## src/rtl/alu_arb_pkg.sv

```systemverilog
// alu_arb_pkg: shared types and constants for the ALU operand arbiter.
//   NUM_REQ      number of requesters sharing the operand bus
//   arb_state_t  arbiter FSM state (IDLE / BUSY)
//   SEL_REQ0..3  mux select encodings, equal to the requester index
//   onehot4()    index -> one-hot grant vector
package alu_arb_pkg;

    localparam int NUM_REQ = 4;

    typedef enum logic {
        IDLE = 1'b0,
        BUSY = 1'b1
    } arb_state_t;

    localparam logic [1:0] SEL_REQ0 = 2'b00;
    localparam logic [1:0] SEL_REQ1 = 2'b01;
    localparam logic [1:0] SEL_REQ2 = 2'b10;
    localparam logic [1:0] SEL_REQ3 = 2'b11;

    function automatic logic [3:0] onehot4(input logic [1:0] idx);
        return 4'b0001 << idx;
    endfunction

endpackage

```

## src/rtl/alu_operand_arbiter_rr_pick4.sv

```systemverilog
// rr_pick4: combinational 4-way rotating picker.
//   req_i    request vector
//   start_i  index searched first; search continues start+1, start+2 ... mod 4
//   excl_i   mask of requesters that may not win this pick
//   idx_o    winning index (0 when nothing found)
//   found_o  a winner exists
module rr_pick4
    import alu_arb_pkg::*;
(
    input  logic [3:0] req_i,
    input  logic [1:0] start_i,
    input  logic [3:0] excl_i,
    output logic [1:0] idx_o,
    output logic       found_o
);

    logic [1:0] cand;

    always_comb begin
        idx_o   = '0;
        found_o = 1'b0;
        cand    = '0;
        for (int i = 0; i < NUM_REQ; i++) begin
            cand = start_i + 2'(i);
            if (!found_o && req_i[cand] && !excl_i[cand]) begin
                idx_o   = cand;
                found_o = 1'b1;
            end
        end
    end

endmodule

```

## src/rtl/mux4to1.sv

```systemverilog
// mux4to1: single-bit 4:1 multiplexer.
//   a,b,c,d  data inputs selected by sel = 0,1,2,3
//   sel      2-bit binary select
//   y        selected bit
module mux4to1 (
    input  logic       a,
    input  logic       b,
    input  logic       c,
    input  logic       d,
    input  logic [1:0] sel,
    output logic       y
);

    always_comb begin
        y = a;
        case (sel)
            2'b00:   y = a;
            2'b01:   y = b;
            2'b10:   y = c;
            default: y = d;
        endcase
    end

endmodule

```

## src/rtl/alu_operand_arbiter.sv

```systemverilog
// alu_operand_arbiter: shares one ALU operand bus between four requesters
// (0 decode, 1 forwarding, 2 load return, 3 debug) with a per-grant hold limit.
//   clk, rst        clock, asynchronous active-high reset
//   req[3:0]        level requests
//   A, B, C, D      requester data, WIDTH bits each
//   gnt[3:0]        registered one-hot grant
//   S1, S0          registered mux select (binary index of the grant owner)
//   Out             data selected by {S1,S0}, combinational
//   out_valid       registered, high while gnt is non-zero
// Build option: ARB_FIXED_PRIO_EN selects fixed priority 0>1>2>3 (a higher
// priority request preempts the owner; the hold limit still forces a release
// that excludes the owner for that one arbitration). Default is round-robin.
//
// state | meaning
// IDLE  | no grant
// BUSY  | one owner granted, cnt counts its consecutive cycles
module alu_operand_arbiter
    import alu_arb_pkg::*;
#(
    parameter int WIDTH    = 32,
    parameter int HOLD_MAX = 4
) (
    input  logic             clk,
    input  logic             rst,
    input  logic [3:0]       req,
    input  logic [WIDTH-1:0] A,
    input  logic [WIDTH-1:0] B,
    input  logic [WIDTH-1:0] C,
    input  logic [WIDTH-1:0] D,
    output logic [3:0]       gnt,
    output logic             S1,
    output logic             S0,
    output logic [WIDTH-1:0] Out,
    output logic             out_valid
);

    localparam logic [3:0] HOLD_LIM = 4'(HOLD_MAX);

    arb_state_t state_q, state_d;
    logic [3:0] gnt_q, gnt_d;
    logic [1:0] sel_q, sel_d;
    logic [1:0] ptr_q, ptr_d;
    logic [3:0] cnt_q, cnt_d;
    logic       valid_q;

    logic [1:0] pick_start;
    logic [3:0] pick_excl;
    logic [1:0] win_idx;
    logic       win_found;
    logic       release_w;
    logic       grant_en;
    logic [1:0] grant_idx;

    // ptr_q is the current owner while BUSY, the last owner while IDLE
    assign release_w = !req[ptr_q] || (cnt_q >= HOLD_LIM);

    always_comb begin
        pick_start = '0;
        pick_excl  = '0;
`ifdef ARB_FIXED_PRIO_EN
        pick_start = SEL_REQ0;
        if (state_q == BUSY && release_w) pick_excl = onehot4(ptr_q);
`else
        pick_start = ptr_q + 2'd1;
        if (state_q == BUSY) pick_excl = onehot4(ptr_q);
`endif
    end

    rr_pick4 u_pick (
        .req_i   (req),
        .start_i (pick_start),
        .excl_i  (pick_excl),
        .idx_o   (win_idx),
        .found_o (win_found)
    );

    always_comb begin
        state_d   = state_q;
        gnt_d     = gnt_q;
        sel_d     = sel_q;
        ptr_d     = ptr_q;
        cnt_d     = cnt_q;
        grant_en  = 1'b0;
        grant_idx = win_idx;

        case (state_q)
            IDLE: begin
                grant_en = win_found;
            end
            default: begin
                if (release_w) begin
                    if (win_found) begin
                        grant_en = 1'b1;
                    end else if (req[ptr_q]) begin
                        grant_en  = 1'b1;
                        grant_idx = ptr_q;
                    end else begin
                        gnt_d   = '0;
                        state_d = IDLE;
                    end
                end else begin
`ifdef ARB_FIXED_PRIO_EN
                    if (win_found && win_idx != ptr_q) grant_en = 1'b1;
`endif
                    if (cnt_q < HOLD_LIM) cnt_d = cnt_q + 4'd1;
                end
            end
        endcase

        if (grant_en) begin
            gnt_d   = onehot4(grant_idx);
            sel_d   = grant_idx;
            ptr_d   = grant_idx;
            cnt_d   = 4'd1;
            state_d = BUSY;
        end
    end

    always_ff @(posedge clk or posedge rst) begin
        if (rst) begin
            state_q <= IDLE;
            gnt_q   <= '0;
            sel_q   <= SEL_REQ0;
            ptr_q   <= SEL_REQ3;
            cnt_q   <= '0;
            valid_q <= 1'b0;
        end else begin
            state_q <= state_d;
            gnt_q   <= gnt_d;
            sel_q   <= sel_d;
            ptr_q   <= ptr_d;
            cnt_q   <= cnt_d;
            valid_q <= |gnt_d;
        end
    end

    assign gnt       = gnt_q;
    assign S1        = sel_q[1];
    assign S0        = sel_q[0];
    assign out_valid = valid_q;

    for (genvar b = 0; b < WIDTH; b++) begin : g_mux
        mux4to1 u_mux (
            .a   (A[b]),
            .b   (B[b]),
            .c   (C[b]),
            .d   (D[b]),
            .sel (sel_q),
            .y   (Out[b])
        );
    end

endmodule

```

## config.mk

```make
export PLATFORM = sky130hd
export DESIGN_NAME = alu_operand_arbiter
export DESIGN_NICKNAME = d
export VERILOG_FILES = /design/src/rtl/alu_arb_pkg.sv /design/src/rtl/alu_operand_arbiter_rr_pick4.sv /design/src/rtl/mux4to1.sv /design/src/rtl/alu_operand_arbiter.sv
export SDC_FILE = /design/constraint.sdc
export NUM_CORES = 1
export LEC_CHECK = 0
export ABC_AREA = 1
export CAP_MARGIN = 30
export CORE_ASPECT_RATIO = 1.1
export CORE_MARGIN = 2
export CORE_UTILIZATION = 30
export DETAILED_ROUTE_END_ITERATION = 10
export PLACE_DENSITY = 0.76
export SETUP_SLACK_MARGIN = 0.02
export SLEW_MARGIN = 20
export SYNTH_ARGS = -nofsm -noshare
export SYNTH_HDL_FRONTEND = slang
export SYNTH_SLANG_ARGS = --single-unit
```

## constraint.sdc

```tcl
create_clock -name clk -period 3.1 [get_ports clk]
set_input_delay 0.93 -clock clk [delete_from_list [all_inputs] [get_ports clk]]
set_output_delay 0.93 -clock clk [all_outputs]
set_load 0.1 [all_outputs]
```

* Yosys cells after proc, flatten, opt, wreduce, memory -nomap -nowiden
Cells that the tools add are included.
Word-level totals: register bits after elaboration 14, input bits 134, output and inout bits 39, word-level logic and storage cells 123
Cells by class: add/sub/neg operators 5, $lt $le $gt $ge 7, equality and inequality tests 3, shift-type cells 2, muxes and demuxes 79, reductions and logical operators 21
Operators with widths (count):
- $pmux 1 s3 | 32
- $mux 4 | 10
- $mux 1 | 20
- $bmux 1 s2 | 9
- $mux 2 | 8
- $lt 2x3->1 const B | 5
- $logic_not 1->1 | 8
- $shl 1x2->4 const A | 2
- $logic_and 1x1->1 | 7
- $add 2x1->2 const B | 2
- $add 2x2->2 const B | 2
- $add 4x1->4 const B | 1
- $ge 4x3->1 const B | 1
- $lt 4x3->1 const B | 1
- $reduce_bool 2->1 | 2
- $reduce_or 4->1 | 1
- $reduce_and 3->1 | 1
- $eq 2x1->1 const B | 1
- $eq 2x2->1 const B | 1
- $logic_not 2->1 | 1
- $ne 2x1->1 const B | 1
- $logic_or 1x1->1 | 1

* Logic depth before layout (Yosys ltp)
Gate-level depths: netlist (run 1).
depth in word-level cells 26, gate-level depth with buffers 19, gate-level depth less buffers 17

* Hierarchy
Synthesis (run 1) repeated with hierarchy kept, for this count alone.
Unflattened totals: cell total of the unflattened synthesis 577, area, all modules 2778.9 um^2
Modules (own cells, without submodules):
- mux4to1 | times used 32, cells an instance 13, area an instance 51.3 um^2, seq. area each 0.0 um^2
- alu_operand_arbiter | times used 1, cells an instance 107, area an instance 868.3 um^2, seq. area each 352.8 um^2
- rr_pick4 | times used 1, cells an instance 54, area an instance 269.0 um^2, seq. area each 0.0 um^2

* Worst setup path after synthesis (run 1)
No wires, ideal clock.
path kind reg2out, from reg sel_q[0], to out Out[0], arrival time 2019 ps, required time 2170 ps, slack 151 ps, cell stages (with the launch flop) 7, path buffers 2, path through dfrtp_1 > inv_1 > nor2_1 > clkbuf_1 > nand2_1 > nand4_1 > buf_4
Between the ends: longest elaborated chain between the ends 2, elaborated cells on any way between the ends 4, classes of those cells 2 x eq/ne; 1 x mux; 1 x reduce/logical
RTL lines:
- start, declared | RTL line alu_operand_arbiter.sv:41 | logic [1:0] sel_q, sel_d;
- start signal, assigned | RTL line alu_operand_arbiter.sv:130 | sel_q <= sel_d;
- $eq 2x2->1 (tied with other cells) | RTL line mux4to1.sv:16 | case (sel)
- $pmux 1 s3 * | RTL line mux4to1.sv:16
- end, declared | RTL line alu_operand_arbiter.sv:33 | output logic [WIDTH-1:0] Out,
Mark *: on every way between the ends. The rest lies on a longest branch, timed or not.

* Worst setup path after layout (run 1)
from in A[24], to out Out[24]
Between the ends: longest elaborated chain between the ends 1
RTL lines:
- start, declared | RTL line alu_operand_arbiter.sv:26 | input logic [WIDTH-1:0] A,
- $pmux 1 s3 | RTL line mux4to1.sv:16
Every way passes these cells.

==> results of run 1 <==
-- cell families (layout without fill, tap and decap cells) --
kind of cell / count (synthesis) / after routing / share of synthesized area, %
flip-flops: 14 / 14 / 16.8
AO/OA/AOI/OAI: 10 / 10 / 3.05
multiplexers: 1 / 1 / 0.538
AND/OR/NAND/NOR: 255 / 255 / 56.2
buffers and inverters: 65 / 198 / 18.7
adder cells (fa/ha/maj): 5 / 5 / 2.99
XOR/XNOR: 2 / 2 / 1.73
-- worst max-delay path, stage by stage --
cell	delay (ps)
clkdlybuf4s50_1	400
nand2_1	70
nand4_1	230
buf_12	250
-- flip-flops by register name, summed over array words and instances (netlist names) --
| name | cells |
|---|---|
| gnt | 4 |
| state_q | 1 |
| sel_q | 2 |
| ptr_q | 2 |
| out_valid | 1 |
| cnt_q | 4 |
-- placed cells by master, fill, tap and decap left out, drive strengths merged --
master and instances:
nand2 177, clkdlybuf4s50 133, buf 44, nand4 37
nand3 28, inv 17, nor2 13, dfrtp 12
o21ai 7, ha 5, clkbuf 4, a21oi 2
dfstp 2, xor2 1, xnor2 1, a21boi 1
mux2 1
-- routing by layer --
layer / vias to the layer above / wire, um / global-route usage, %
met5: - / 0 / 0
met4: 0 / 63 / 3.63
met3: 6 / 594 / 4.77
met2: 96 / 4420 / 39.6
met1: 1170 / 3080 / 22.8
li1: 1377 / - / -
-- through the flow --
stage               cells  setup slack [ps]  instance area (um2)  util [%]  hold WS, ps
finish                567               288                 4010      60.1          494
floorplan             352               151                 2090         -          457
global placement      563               278                 3960      59.3          478
global route          567               169                 4010      60.1          544
CTS                   567               286                 4010      60.1          495
detailed placement    563               286                 3960      59.3          485
-- layout make-up --
cell class	count	area, um2
Fill cell	591	2660
Timing Repair Buffer	177	2070
Multi-Input combinational cell	273	1360
Sequential cell	14	353
Tap cell	82	103
Inverter	17	68.8
Clock buffer	4	55.1
-- final timing paths --
check	depth (start not counted)	endpoint	slack (ps)
max in group asynchronous	2	ptr_q[0]$_DFFE_PP1P_	1710
min in group asynchronous	2	cnt_q[0]$_DFFE_PP0P_	1020
worst min-delay path	2	cnt_q[3]$_DFFE_PP0P_	490
worst max-delay path	4	Out[24]	290
worst max register to register	14	out_valid$_DFF_PP0_	520
worst min register to register	2	cnt_q[3]$_DFFE_PP0P_	490
==> reports/metrics.yaml, run 1 <==
run_status:
  run_status: "finished, final reports clean"
synth:
  synth_commonest_cells: "nand2_1 (162), nand4_1 (37), buf_4 (34)"
  mappedNetlistArea_mm2: 0.00209
  synthDistinctLibCells: 26
  synth.yosys.seq_area_share_pct: 16.8
  synthTopCellsByArea: "nand2_1 (29%), dfrtp_1 (14%), buf_4 (12%), nand4_1 (11%), nand3_1 (6.2%)"
  synth.most_common_cell: "nand2_1"
  synth_edf_count: 0
  fraction_of_registers_with_async_set_reset_pct: 100
  syn-mean-instance-area_um2: 5.95
  ys.flop_type: "dfrtp_1"
  synth-seq-cells: 14
  synth_area_leader_cell: "nand2_1"
  synth_warnings: 0
  netlist.area_leader.share_pct: 29.0
  synth_nets: 491
  cells_after_synthesis: 352
timing:
  setup_tns_ps: 0
  setup_violations: 0
  fmax_mhz: 356
  tightest_slew_ps: 530
  timing.final.hold_violations: 0
  rsz0062_at_grt: "no"
  drv_slew: 0
  final_period_minus_worst_setup_slack_ps: 2810
  slew_headroom_pct: 64.6
  fin_crit_sh_pct: 90.7
  clock_skew_ps: 2.80
clocking:
  cts-buffers-inserted: 3
  post_cts_resized: 0
  max-clock-path-buffers: 2
  cts_max_level: 1
  path_clk_slew_ps: 60
  cts.sink_count: 14
  clock_tree_from_tritoncts: "yes"
  cts_hold_buffers: 0
  clock_insertion_delay_worst_skew_ps: 240
  cts_setup_buffers: 0
  ctsRootBufferMaster: "clkbuf_8"
setup_path:
  endpoint_kind_of_the_worst_setup_timing_path: "output port"
  worst_path_required_ps: 2170
  arrival_ps: 1880
  timing.rr.start: "ptr_q[1]$_DFFE_PP1P_"
  critical_path.max_fanout: 1
  worst-setup-path-type: "in -> out"
  crit_path_start_kind: "primary input"
  start_point_of_the_critical_path: "A[24]"
detailed_routing:
  remaining_drc_errors: 0
  routed_vias_inst: 4.67
  routed-via-count: 2649
  routedWlPerCell_um: 14.4
  antenna_violating_nets_left: 0
  detail_route.wirelength_mm: 8.15
  first_pass_iters: 8
  iteration_0_drc_count_of_the_detailed_router: 83
finish:
  post_route_cells_drive_above_1_share_pct: 15.7
  num-nets-final: 625
  number_of_antenna_diodes: 0
  syn2layout_area_growth_pct: 91.5
place:
  placement.io_buffers: 172
  detailedPlacementHpwl_mm: 6.91
  place_congestion: 0.949
die:
  die_w_um: 83.7
  placeableCoreArea_mm2: 0.00667
  rows: 31
  io_pins: 173
  fp.dieH_um: 91.6
  starting_density_pct: 31.4
  die_area_mm2: 0.00767
global_routing:
  grt_max_degree: 33
  global_route_wire_length_before_repair_mm: 12.8
  overall_overflow_remaining_after_global_route: 0
  grt.total_usage_pct: 20.5
  vias_in_the_first_global_route: 2625
  grt_antenna_before_repair: 0
hold_path:
  hp-class: "reg -> reg"
  hold_path.startpoint: "cnt_q[3]$_DFFE_PP0P_"
job:
  max-cap-violations: 0
Power of run 1 is left out: the tool's default activity adds up to more than one toggle a clock period on the data nets, which glitch-free logic cannot reach.
==> run 2: changes to the inputs <==
--- a/config.mk
+++ b/config.mk
@@ -7,7 +7,6 @@
 export LEC_CHECK = 0
 export ABC_AREA = 1
 export CAP_MARGIN = 30
-export CORE_ASPECT_RATIO = 1.1
 export CORE_MARGIN = 2
 export CORE_UTILIZATION = 30
 export DETAILED_ROUTE_END_ITERATION = 10
==> run 2 against run 1 <==
Final cell count shrank 0.18%; utilization shrank 0.68 points; clock-buffer cell count is the same; first-iteration DRC count grew 31%; fmax shrank 1.1%; via count grew 2.6%; die area is essentially flat; critical path depth is the same; non-clock buffer count grew 1; flip-flop and latch count is the same; hold slack gained 28 ps; critical endpoint is now Out[30].
==> reports/metrics.yaml, run 2 (synthesis gave the netlist of run 1 again) <==
job:
  max-cap-violations: 0
finish:
  post-route-util_pct: 59.4
  post_route_cells_drive_above_1_share_pct: 15.8
  layout.cells.most_common_list: "nand2_1 (162), clkdlybuf4s50_1 (133), nand4_1 (37), buf_12 (33), nand3_1 (26)"
  num-nets-final: 626
  number_of_antenna_diodes: 0
  final_common_cell: "nand2_1"
  syn2layout_area_growth_pct: 91.8
  layout.cell_area.non_filler_mm2: 0.00402
timing:
  post-route-worst-setup-slack_ps: 257
  fin_crit_sh_pct: 91.7
  rsz0062_at_grt: "no"
  setup_violations: 0
  clock_skew_ps: 1.38
  drv_slew: 0
  timing.final.hold_violations: 0
  setup_tns_ps: 0
  final_period_minus_worst_setup_slack_ps: 2840
  tightest_slew_ps: 533
  slew_headroom_pct: 64.5
  fmax_mhz: 352
run_status:
  run_status: "finished, final reports clean"
global_routing:
  global_route_wire_length_before_repair_mm: 12.1
  grt.busiest_layer: "met2"
  gr-usage-met1_pct: 24.6
  m3_gr_usage_pct: 4.81
  grt.total_usage_pct: 19.7
  grt_antenna_before_repair: 0
  globalRouteMet2Util_pct: 34.5
  overall_overflow_remaining_after_global_route: 0
  grt_max_degree: 33
  vias_in_the_first_global_route: 2521
clocking:
  post_cts_resized: 0
  clock_insertion_delay_worst_skew_ps: 240
  path_clk_slew_ps: 50
  cts_max_level: 1
  cts.sink_count: 14
  cts-buffers-inserted: 3
  cts_hold_buffers: 0
  cts_setup_buffers: 0
  ctsRootBufferMaster: "clkbuf_8"
  clock_tree_from_tritoncts: "yes"
  max-clock-path-buffers: 2
place:
  place_area_mm2: 0.00396
  placement.io_buffers: 172
  detailedPlacementHpwl_mm: 6.77
  place_congestion: 0.860
  preCtsSetupSlack_ps: 272
setup_path:
  arrival_ps: 1910
  timing.rr.start: "ptr_q[1]$_DFFE_PP1P_"
  path_cells: "clkdlybuf4s50_1 > nand2_1 > nand4_1 > buf_12"
  crit_path_start_kind: "primary input"
  endpoint_kind_of_the_worst_setup_timing_path: "output port"
  cpLargestDelayFamily: "buffers and inverters"
  start_point_of_the_critical_path: "C[30]"
  worst-setup-path-type: "in -> out"
  critPathMaxStageDelay_ps: 460
  ff2ff_path_depth: 14
  critical_path.n_buffers_inverters: 2
  crit_cells: 4
  worstSetupEndpoint: "Out[30]"
  worst_path_required_ps: 2170
  critical_path.max_fanout: 1
  r2r-end: "out_valid$_DFF_PP0_"
  reg2reg_setup_slack_ps: 530
  critical_path.slowest_cell: "clkdlybuf4s50_1"
hold_path:
  hp-class: "reg -> reg"
die:
  starting_density_pct: 31.0
  die_area_mm2: 0.00767
  fp.dieH_um: 87.6
  placeableCoreArea_mm2: 0.00676
  io_pins: 173
  rows: 30
  die_w_um: 87.6
detailed_routing:
  first_pass_iters: 4
  remaining_drc_errors: 0
  routed-via-count: 2719
  antenna_violating_nets_left: 0
  detail_route.wirelength_mm: 8.20
  routed_vias_inst: 4.80
  routedWlPerCell_um: 14.5
  iteration_0_drc_count_of_the_detailed_router: 109
run 2: how the worst min path moves through the flow:
| stage | end | cells after the start | startpoint | slack [ps] |
|---|---|---|---|---|
| 5_1_grt | cnt_q[3]$_DFFE_PP0P_ | 2 | cnt_q[3]$_DFFE_PP0P_ | 550 |
| 3_3_place_gp | cnt_q[1]$_DFFE_PP0P_ | 2 | cnt_q[1]$_DFFE_PP0P_ | 480 |
| 3_5_place_dp | cnt_q[1]$_DFFE_PP0P_ | 2 | cnt_q[1]$_DFFE_PP0P_ | 500 |
| 2_1_floorplan | cnt_q[1]$_DFFE_PP0P_ | 2 | cnt_q[1]$_DFFE_PP0P_ | 460 |
| 6_report | cnt_q[2]$_DFFE_PP0P_ | 2 | cnt_q[2]$_DFFE_PP0P_ | 520 |
| 4_1_cts | cnt_q[3]$_DFFE_PP0P_ | 2 | cnt_q[3]$_DFFE_PP0P_ | 530 |
run 2: tightest hold or removal path: stages (launching register included):
cell and delay (ps):
dfrtp_1 340, a21oi_1 50, nor2_1 90
run 2: cell type report:
type / instances / area [um2]
multi-input combinational: 273 / 1360
inverter: 17 / 68.8
timing repair buffer: 178 / 2080
clock buffer: 4 / 55.1
tap: 80 / 100
sequential: 14 / 353
fill: 601 / 2740
run 2: per-stage QoR:
stage	instances	hold slack, ps
after floorplan	352	457
after global placement	562	477
after detailed placement	562	496
after CTS	566	528
after global routing	566	552
final	566	521
run 2: layer usage:
| layer | wire length (um) | vias up |
|---|---|---|
| li1 | - | 1380 |
| met4 | 121 | 0 |
| met2 | 4140 | 120 |
| met1 | 3220 | 1208 |
| met5 | 0 | - |
| met3 | 728 | 11 |
Power of run 2 is left out for the same reason.
==> run 3: changes to the inputs <==
--- a/config.mk
+++ b/config.mk
@@ -7,6 +7,7 @@
 export LEC_CHECK = 0
 export ABC_AREA = 1
 export CAP_MARGIN = 30
+export CORE_ASPECT_RATIO = 0.6
 export CORE_MARGIN = 2
 export CORE_UTILIZATION = 30
 export DETAILED_ROUTE_END_ITERATION = 10
==> run 3 against run 2 <==
Clock-buffer cell count stayed put; wire length is 0.49% higher; die area is 0.29% higher; fmax is 2.4% higher; highest routed layer unchanged.
==> reports/metrics.yaml, run 3 (synthesis gave the netlist of run 1 again) <==
run_status:
  run_status: "finished, final reports clean"
setup_path:
  critical_path.max_fanout: 1
  critPathMaxStageDelay_ps: 450
  reg2reg_setup_slack_ps: 410
  critical_path.slowest_cell: "clkdlybuf4s50_1"
  arrival_ps: 1840
  ff2ff_path_depth: 14
  timing.rr.start: "ptr_q[1]$_DFFE_PP1P_"
  r2r-end: "out_valid$_DFF_PP0_"
  crit_path_start_kind: "primary input"
  worst_path_required_ps: 2170
  path_cells: "clkdlybuf4s50_1 > nand2_1 > nand4_1 > buf_12"
  endpoint_kind_of_the_worst_setup_timing_path: "output port"
  worst-setup-path-type: "in -> out"
timing:
  timing.final.hold_violations: 0
  rsz0062_at_grt: "no"
  tightest_slew_ps: 511
  fin_crit_sh_pct: 89.5
  drv_slew: 0
  slew_headroom_pct: 65.9
  fmax_mhz: 360
  clock_skew_ps: 3.19
  setup_violations: 0
  post-route-worst-setup-slack_ps: 325
  setup_tns_ps: 0
  final_period_minus_worst_setup_slack_ps: 2770
finish:
  number_of_antenna_diodes: 0
  layout.area.seq_um2: 353
  final_common_cell: "nand2_1"
  post_route_cells_drive_above_1_share_pct: 15.7
  num-nets-final: 625
  area_taken_by_multi_input_logic_gates_mm2: 0.00136
  layout.cells.most_common_list: "nand2_1 (162), clkdlybuf4s50_1 (133), nand4_1 (37), buf_12 (32), nand3_1 (26)"
  nFillCells: 601
  syn2layout_area_growth_pct: 92.8
detailed_routing:
  remaining_drc_errors: 0
  iteration_0_drc_count_of_the_detailed_router: 93
  antenna_violating_nets_left: 0
  routed-via-count: 2703
  wl_met3_um: 640
  met2_wirelength_mm: 4.15
  first_pass_iters: 7
  detail_route.wirelength_mm: 8.24
  routedLengthMet1_mm: 3.34
  routedWlPerCell_um: 14.4
  routed_vias_inst: 4.73
  top_signal_layer_used: "met4"
hold_path:
  whs_endpoint: "cnt_q[3]$_DFFE_PP0P_"
  hold_path.startpoint: "cnt_q[3]$_DFFE_PP0P_"
  hp-class: "reg -> reg"
  whs_path_depth: 2
global_routing:
  vias_in_the_first_global_route: 2481
  global_route_wire_length_before_repair_mm: 11.9
  overall_overflow_remaining_after_global_route: 0
  grt_max_degree: 33
  grt_antenna_before_repair: 0
  grt.total_usage_pct: 19.7
clocking:
  cts-buffers-inserted: 3
  cts_setup_buffers: 0
  cts_max_level: 1
  clock_insertion_delay_worst_skew_ps: 240
  cts_hold_buffers: 0
  max-clock-path-buffers: 2
  clock_tree_from_tritoncts: "yes"
  path_clk_slew_ps: 50
  cts.sink_count: 14
  ctsRootBufferMaster: "clkbuf_16"
  post_cts_resized: 0
die:
  rows: 23
  die_w_um: 112
  starting_density_pct: 31.2
  io_pins: 173
  fp.dieH_um: 68.7
  die_area_mm2: 0.00769
  placeableCoreArea_mm2: 0.00671
job:
  max-cap-violations: 0
place:
  place_congestion: 0.804
  detailedPlacementHpwl_mm: 6.95
  preCtsSetupSlack_ps: 298
  placement.io_buffers: 172
run 3: layer usage:
layer,track usage (%),vias to the layer above
li1,-,1375
met1,24.7,1201
met2,35.6,117
met4,4.32,0
met5,0,-
met3,4.28,10
run 3: worst max-delay path, delay by kind of cell:
kind	cells	cell delay, ps
simple gates	2	250
buf+inv	2	650
run 3: worst max-delay path by stage:
stage / endpoint / start / slack (ps) / cells past startpoint
6_report: Out[26] / D[26] / 330 / 4
4_1_cts: Out[26] / D[26] / 310 / 4
3_5_place_dp: out_valid$_DFF_PP0_ / req[0] / 300 / 13
5_1_grt: out_valid$_DFF_PP0_ / ptr_q[1]$_DFFE_PP1P_ / 230 / 14
3_3_place_gp: Out[26] / D[26] / 340 / 4
2_1_floorplan: Out[0] / sel_q[0]$_DFFE_PP0P_ / 150 / 6
run 3: through the flow:
stage / instance area [um2] / util, % / std cells / hold slack, ps
global placement: 3950 / 58.9 / 568 / 480
finish: 4040 / 60.2 / 572 / 502
global route: 4040 / 60.2 / 572 / 533
CTS: 4040 / 60.2 / 572 / 506
floorplan: 2090 / - / 352 / 457
detailed placement: 3950 / 58.9 / 568 / 493
run 3: layout make-up:
type	instances	share of cell area [%]
timing repair buffer	177	51.1
tap	87	2.70
sequential	14	8.74
clock buffer	4	2.20
multi-input combinational	273	33.6
inverter	17	1.70
Power of run 3 is left out for the same reason.
==> RTL edit 1, RTL diff (settings of run 1) <==
Add a define of `ARB_FIXED_PRIO_EN`.
--- a/src/rtl/alu_operand_arbiter.sv
+++ b/src/rtl/alu_operand_arbiter.sv
@@ -15,4 +15,6 @@
 // IDLE  | no grant
 // BUSY  | one owner granted, cnt counts its consecutive cycles
+`define ARB_FIXED_PRIO_EN
+
 module alu_operand_arbiter
     import alu_arb_pkg::*;
Function: changed (a bounded check fails within 4 cycles, from zero or initial values and one cycle with rst high).
==> RTL edit 1 against run 1 <==
Synthesized area is 7.6% lower. Sequential cell count stayed put. Non-clock buffer count is 1 lower. Setup slack better by 0.0025 ns. Cell area is 4.1% lower. Count of clock-buffer cells in the layout stayed put. Wire length is 1.5% higher. Final cell count is 3.9% lower.
Power is left out: the tool's default activity adds up to more than one toggle a clock period on the data nets, which glitch-free logic cannot reach.
==> RTL edit 1: results (changes against run 1) <==
\begin{tabular}{lr}
\hline
Metric & Value \\
\hline
\multicolumn{2}{l}{\textbf{GRT}} \\
Total global routing track utilization & 21.0\% (was 20.5\%) \\
Global-route wire length before repair & 11,800 um (was 12,800 um) \\
Number of global-route vias before repair & 2,361 (was 2,625) \\
\multicolumn{2}{l}{\textbf{Critical path}} \\
Worst flop-to-flop path startpoint & ptr\_q[0]\$\_DFFE\_PP1N\_ (was ptr\_q[1]\$\_DFFE\_PP1P\_) \\
Cell family with the largest share of critical-path delay & simple AND/OR/NAND/NOR gates (was buffers and inverters) \\
Reg-to-reg setup timing slack & 0.79 ns (was 0.52 ns) \\
Highest net fanout along the worst path & 13 (was 1) \\
Worst Path Arrival & 2.95 ns (was 1.88 ns) \\
\multicolumn{2}{l}{\textbf{Place}} \\
Estimated wirelength of the detail-placed design & 6710 um (was 6910 um) \\
Total cell area at the placement stage & 3790 sq um (was 3960 sq um) \\
Placer's final routability congestion estimate & 0.860 (was 0.949) \\
\multicolumn{2}{l}{\textbf{Drt}} \\
Vias & 2,531 (was 2,649) \\
Count of TritonRoute iterations in the first routing pass & 4 (was 8) \\
Iter 0 DRT Violations & 69 (was 83) \\
\multicolumn{2}{l}{\textbf{Synth}} \\
Synth area leaders & sky130\_fd\_sc\_hd\_\_nand2\_1 30\%, sky130\_fd\_sc\_hd\_\_dfrtp\_1 16\%, sky130\_fd\_sc\_hd\_\_buf\_4 13\%, sky130\_fd\_sc\_hd\_\_nand4\_1 10\%, sky130\_fd\_sc\_hd\_\_nand2\_4 5.2\% (was sky130\_fd\_sc\_hd\_\_nand2\_1 29\%, sky130\_fd\_sc\_hd\_\_dfrtp\_1 14\%, sky130\_fd\_sc\_hd\_\_buf\_4 12\%, sky130\_fd\_sc\_hd\_\_nand4\_1 11\%, sky130\_fd\_sc\_hd\_\_nand3\_1 6.2\%) \\
Top cells by instance count after synthesis & 155 x sky130\_fd\_sc\_hd\_\_nand2\_1, 33 x sky130\_fd\_sc\_hd\_\_buf\_4, 32 x sky130\_fd\_sc\_hd\_\_nand4\_1, 19 x sky130\_fd\_sc\_hd\_\_inv\_1 (was 162 x sky130\_fd\_sc\_hd\_\_nand2\_1, 37 x sky130\_fd\_sc\_hd\_\_nand4\_1, 34 x sky130\_fd\_sc\_hd\_\_buf\_4, 26 x sky130\_fd\_sc\_hd\_\_nand3\_1, 15 x sky130\_fd\_sc\_hd\_\_inv\_1) \\
Sequential cell area fraction in the yosys report & 18.2\% (was 16.8\%) \\
\multicolumn{2}{l}{\textbf{STA}} \\
Slew HR & 65.1\% (was 64.6\%) \\
\multicolumn{2}{l}{\textbf{Status}} \\
Status & complete, no violations (unchanged) \\
\multicolumn{2}{l}{\textbf{Cells and area}} \\
Final net count & 601 (was 625) \\
\hline
\end{tabular}
==> RTL edit 1: how the worst max path moves through the flow <==
stage / start / end / cells after the start
5_1_grt: req[2] / out_valid$_DFF_PP0_ / 20
4_1_cts: req[2] / out_valid$_DFF_PP0_ / 20
2_1_floorplan: sel_q[0]$_DFFE_PP0N_ / Out[0] / 6
3_5_place_dp: req[2] / out_valid$_DFF_PP0_ / 20
3_3_place_gp: req[2] / out_valid$_DFF_PP0_ / 20
6_report: req[2] / out_valid$_DFF_PP0_ / 20
==> RTL edit 1: cell families (layout without fill, tap and decap cells) <==
| logic type | Yosys count | count (layout) | share of synthesized area, % |
|---|---|---|---|
| buffers and inverters | 68 | 202 | 20.0 |
| adder cells (fa/ha/maj) | 1 | 1 | 0.646 |
| AND/OR/NAND/NOR | 233 | 233 | 56.7 |
| flip-flops | 14 | 14 | 18.2 |
| AO/OA/AOI/OAI | 15 | 15 | 4.46 |
==> RTL edit 1: layout make-up <==
type | instances | area, sq um
clock buffers | 4 | 55.1
fillers | 557 | 2340
inverters | 22 | 82.6
multi-input cells | 249 | 1200
flip-flops and latches | 14 | 353
well taps | 80 | 100
repair buffers | 176 | 2050
==> RTL edit 1: per-layer routing <==
| metal | global-route usage (%) | up-vias | routed length, um |
|---|---|---|---|
| met4 | 4.78 | 0 | 197 |
| met1 | 24.0 | 1123 | 3040 |
| li1 | - | 1295 | - |
| met5 | 0 | - | 0 |
| met2 | 38.6 | 101 | 4160 |
| met3 | 6.22 | 12 | 870 |
==> RTL edit 1: stage by stage <==
step	hold slack, ns	std cells	utilization, %	worst slack [ns]
floorplan	0.473	331	-	0.151
detailed placement	0.484	541	61.3	0.0276
global route	0.536	545	62.1	0.0868
global placement	0.483	541	61.3	0.135
finish	0.493	545	62.1	0.291
CTS	0.493	545	62.1	0.299
==> RTL edit 2, RTL diff (config.mk and constraints of run 1) <==
Without the edit above. Reset style: synchronous (`rst`), changed in one clocked block. Comments in the files are not updated.
--- a/src/rtl/alu_operand_arbiter.sv
+++ b/src/rtl/alu_operand_arbiter.sv
@@ -117,5 +117,5 @@
     end
 
-    always_ff @(posedge clk or posedge rst) begin
+    always_ff @(posedge clk) begin
         if (rst) begin
             state_q <= IDLE;
Formal check against the unedited RTL: differs if rst is asserted again (counterexample within 4 cycles, from zero or initial values and one cycle with rst high); with rst held inactive, the same outputs for 10 cycles.
==> RTL edit 2 against run 1 <==
Register-to-register slack gained 0.12 ns. Largest cell class unchanged. Sequential cell count is the same. Wire length grew 3.1%. Synthesized area shrank 5.0%. Non-clock buffer count is the same. Core utilization shrank 0.39 points. Cell area shrank 3.0%. Maximum frequency grew 1.2%. First-iteration DRC count shrank 29%. Setup slack gained 0.034 ns.
==> RTL edit 2: results (changes against run 1) <==
\begin{tabular}{lr}
\hline
Metric & Value \\
\hline
\multicolumn{2}{l}{\textbf{Place}} \\
Worst setup slack before clock tree synthesis & 0.272 ns (was 0.286 ns) \\
Total cell area at the placement stage & 3850 sq um (was 3960 sq um) \\
Placer's final routability congestion estimate & 0.874 (was 0.949) \\
Instance count after placement with tap cells included & 573 (was 563) \\
Estimated wirelength of the detail-placed design & 6780 um (was 6910 um) \\
\multicolumn{2}{l}{\textbf{GRT}} \\
Global-route wire length before repair & 11,800 um (was 12,800 um) \\
Total global routing track utilization & 20.5\% (about the same) \\
\multicolumn{2}{l}{\textbf{Cells and area}} \\
Final net count & 635 (was 625) \\
Filler instances & 579 (was 591) \\
Fraction of layout cells with a size suffix above 1 & 13.2\% (was 15.7\%) \\
\multicolumn{2}{l}{\textbf{Drt}} \\
Count of TritonRoute iterations in the first routing pass & 4 (was 8) \\
Average wire per cell in the routed design & 14.6 um (was 14.4 um) \\
Iter 0 DRT Violations & 59 (was 83) \\
\multicolumn{2}{l}{\textbf{Synth}} \\
Sequential cell area fraction in the yosys report & 14.1\% (was 16.8\%) \\
Top cells by instance count after synthesis & 175 x sky130\_fd\_sc\_hd\_\_nand2\_1, 36 x sky130\_fd\_sc\_hd\_\_nand4\_1, 33 x sky130\_fd\_sc\_hd\_\_buf\_4, 27 x sky130\_fd\_sc\_hd\_\_nand3\_1, 16 x sky130\_fd\_sc\_hd\_\_inv\_1 (was 162 x sky130\_fd\_sc\_hd\_\_nand2\_1, 37 x sky130\_fd\_sc\_hd\_\_nand4\_1, 34 x sky130\_fd\_sc\_hd\_\_buf\_4, 26 x sky130\_fd\_sc\_hd\_\_nand3\_1, 15 x sky130\_fd\_sc\_hd\_\_inv\_1) \\
Synth area leaders & sky130\_fd\_sc\_hd\_\_nand2\_1 33\%, sky130\_fd\_sc\_hd\_\_dfxtp\_1 14\%, sky130\_fd\_sc\_hd\_\_buf\_4 12\%, sky130\_fd\_sc\_hd\_\_nand4\_1 11\%, sky130\_fd\_sc\_hd\_\_nand3\_1 6.8\% (was sky130\_fd\_sc\_hd\_\_nand2\_1 29\%, sky130\_fd\_sc\_hd\_\_dfrtp\_1 14\%, sky130\_fd\_sc\_hd\_\_buf\_4 12\%, sky130\_fd\_sc\_hd\_\_nand4\_1 11\%, sky130\_fd\_sc\_hd\_\_nand3\_1 6.2\%) \\
Async set-reset flop share out of synthesis & 0\% (was 100\%) \\
Post-synthesis net count & 500 (was 491) \\
\multicolumn{2}{l}{\textbf{STA}} \\
Clk\_skew & 0.00289 ns (was 0.00280 ns) \\
\multicolumn{2}{l}{\textbf{Status}} \\
Status & complete, no violations (unchanged) \\
\hline
\end{tabular}
-- RTL edit 2: cell types whose count changed in the layout (fill, tap and decap cells not counted), sizes merged, moves of 2 or more --
cell    before  now
a21oi        2    7
o21ai        7    2
inv         17   19
dfxtp        0   14
o211ai       0    3
dfstp        2    0
nand2      177  183
dfrtp       12    0
-- RTL edit 2: path summary, 6_finish.rpt --
check                         from                     to  slack (ns)  depth (start not counted)
max                          A[24]                Out[24]        0.32                          4
min          cnt_q[3]$_SDFFE_PP0P_  cnt_q[3]$_SDFFE_PP0P_        0.44                          2
max reg2reg  ptr_q[1]$_SDFFE_PP1P_   out_valid$_SDFF_PP0_        0.64                         14
min reg2reg  cnt_q[3]$_SDFFE_PP0P_  cnt_q[3]$_SDFFE_PP0P_        0.44                          2
-- RTL edit 2: cells by family (layout without fill, tap and decap cells) --
kind of cell,count (synthesis),after routing,synth area share [%]
simple gates,260,260,57.9
fa+ha+maj,5,5,3.14
compound gates,14,14,4.02
buf+inv,66,199,19.2
xor+xnor,2,2,1.63
flops,14,14,14.1
-- RTL edit 2: area by class of cell --
class	instances	area, sq um	area share (%)
Sequential cell	14	280	7.20
Timing Repair Buffer	177	2060	53.0
Clock buffer	3	41.3	1.06
Multi-Input combinational cell	281	1330	34.2
Inverter	19	73.8	1.90
Tap cell	82	103	2.64
-- RTL edit 2: critical path, stage by stage --
cell and delay, ns:
sky130_fd_sc_hd__clkdlybuf4s50_1 0.41, sky130_fd_sc_hd__nand2_1 0.07, sky130_fd_sc_hd__nand4_1 0.20, sky130_fd_sc_hd__buf_12 0.23
-- RTL edit 2: layer usage --
| metal | GRT usage, % | part of all wire, % |
|---|---|---|
| met1 | 22.0 | 36 |
| met4 | 5.00 | 1.4 |
| met3 | 5.35 | 11 |
| met5 | 0 | 0 |
| met2 | 39.7 | 52 |
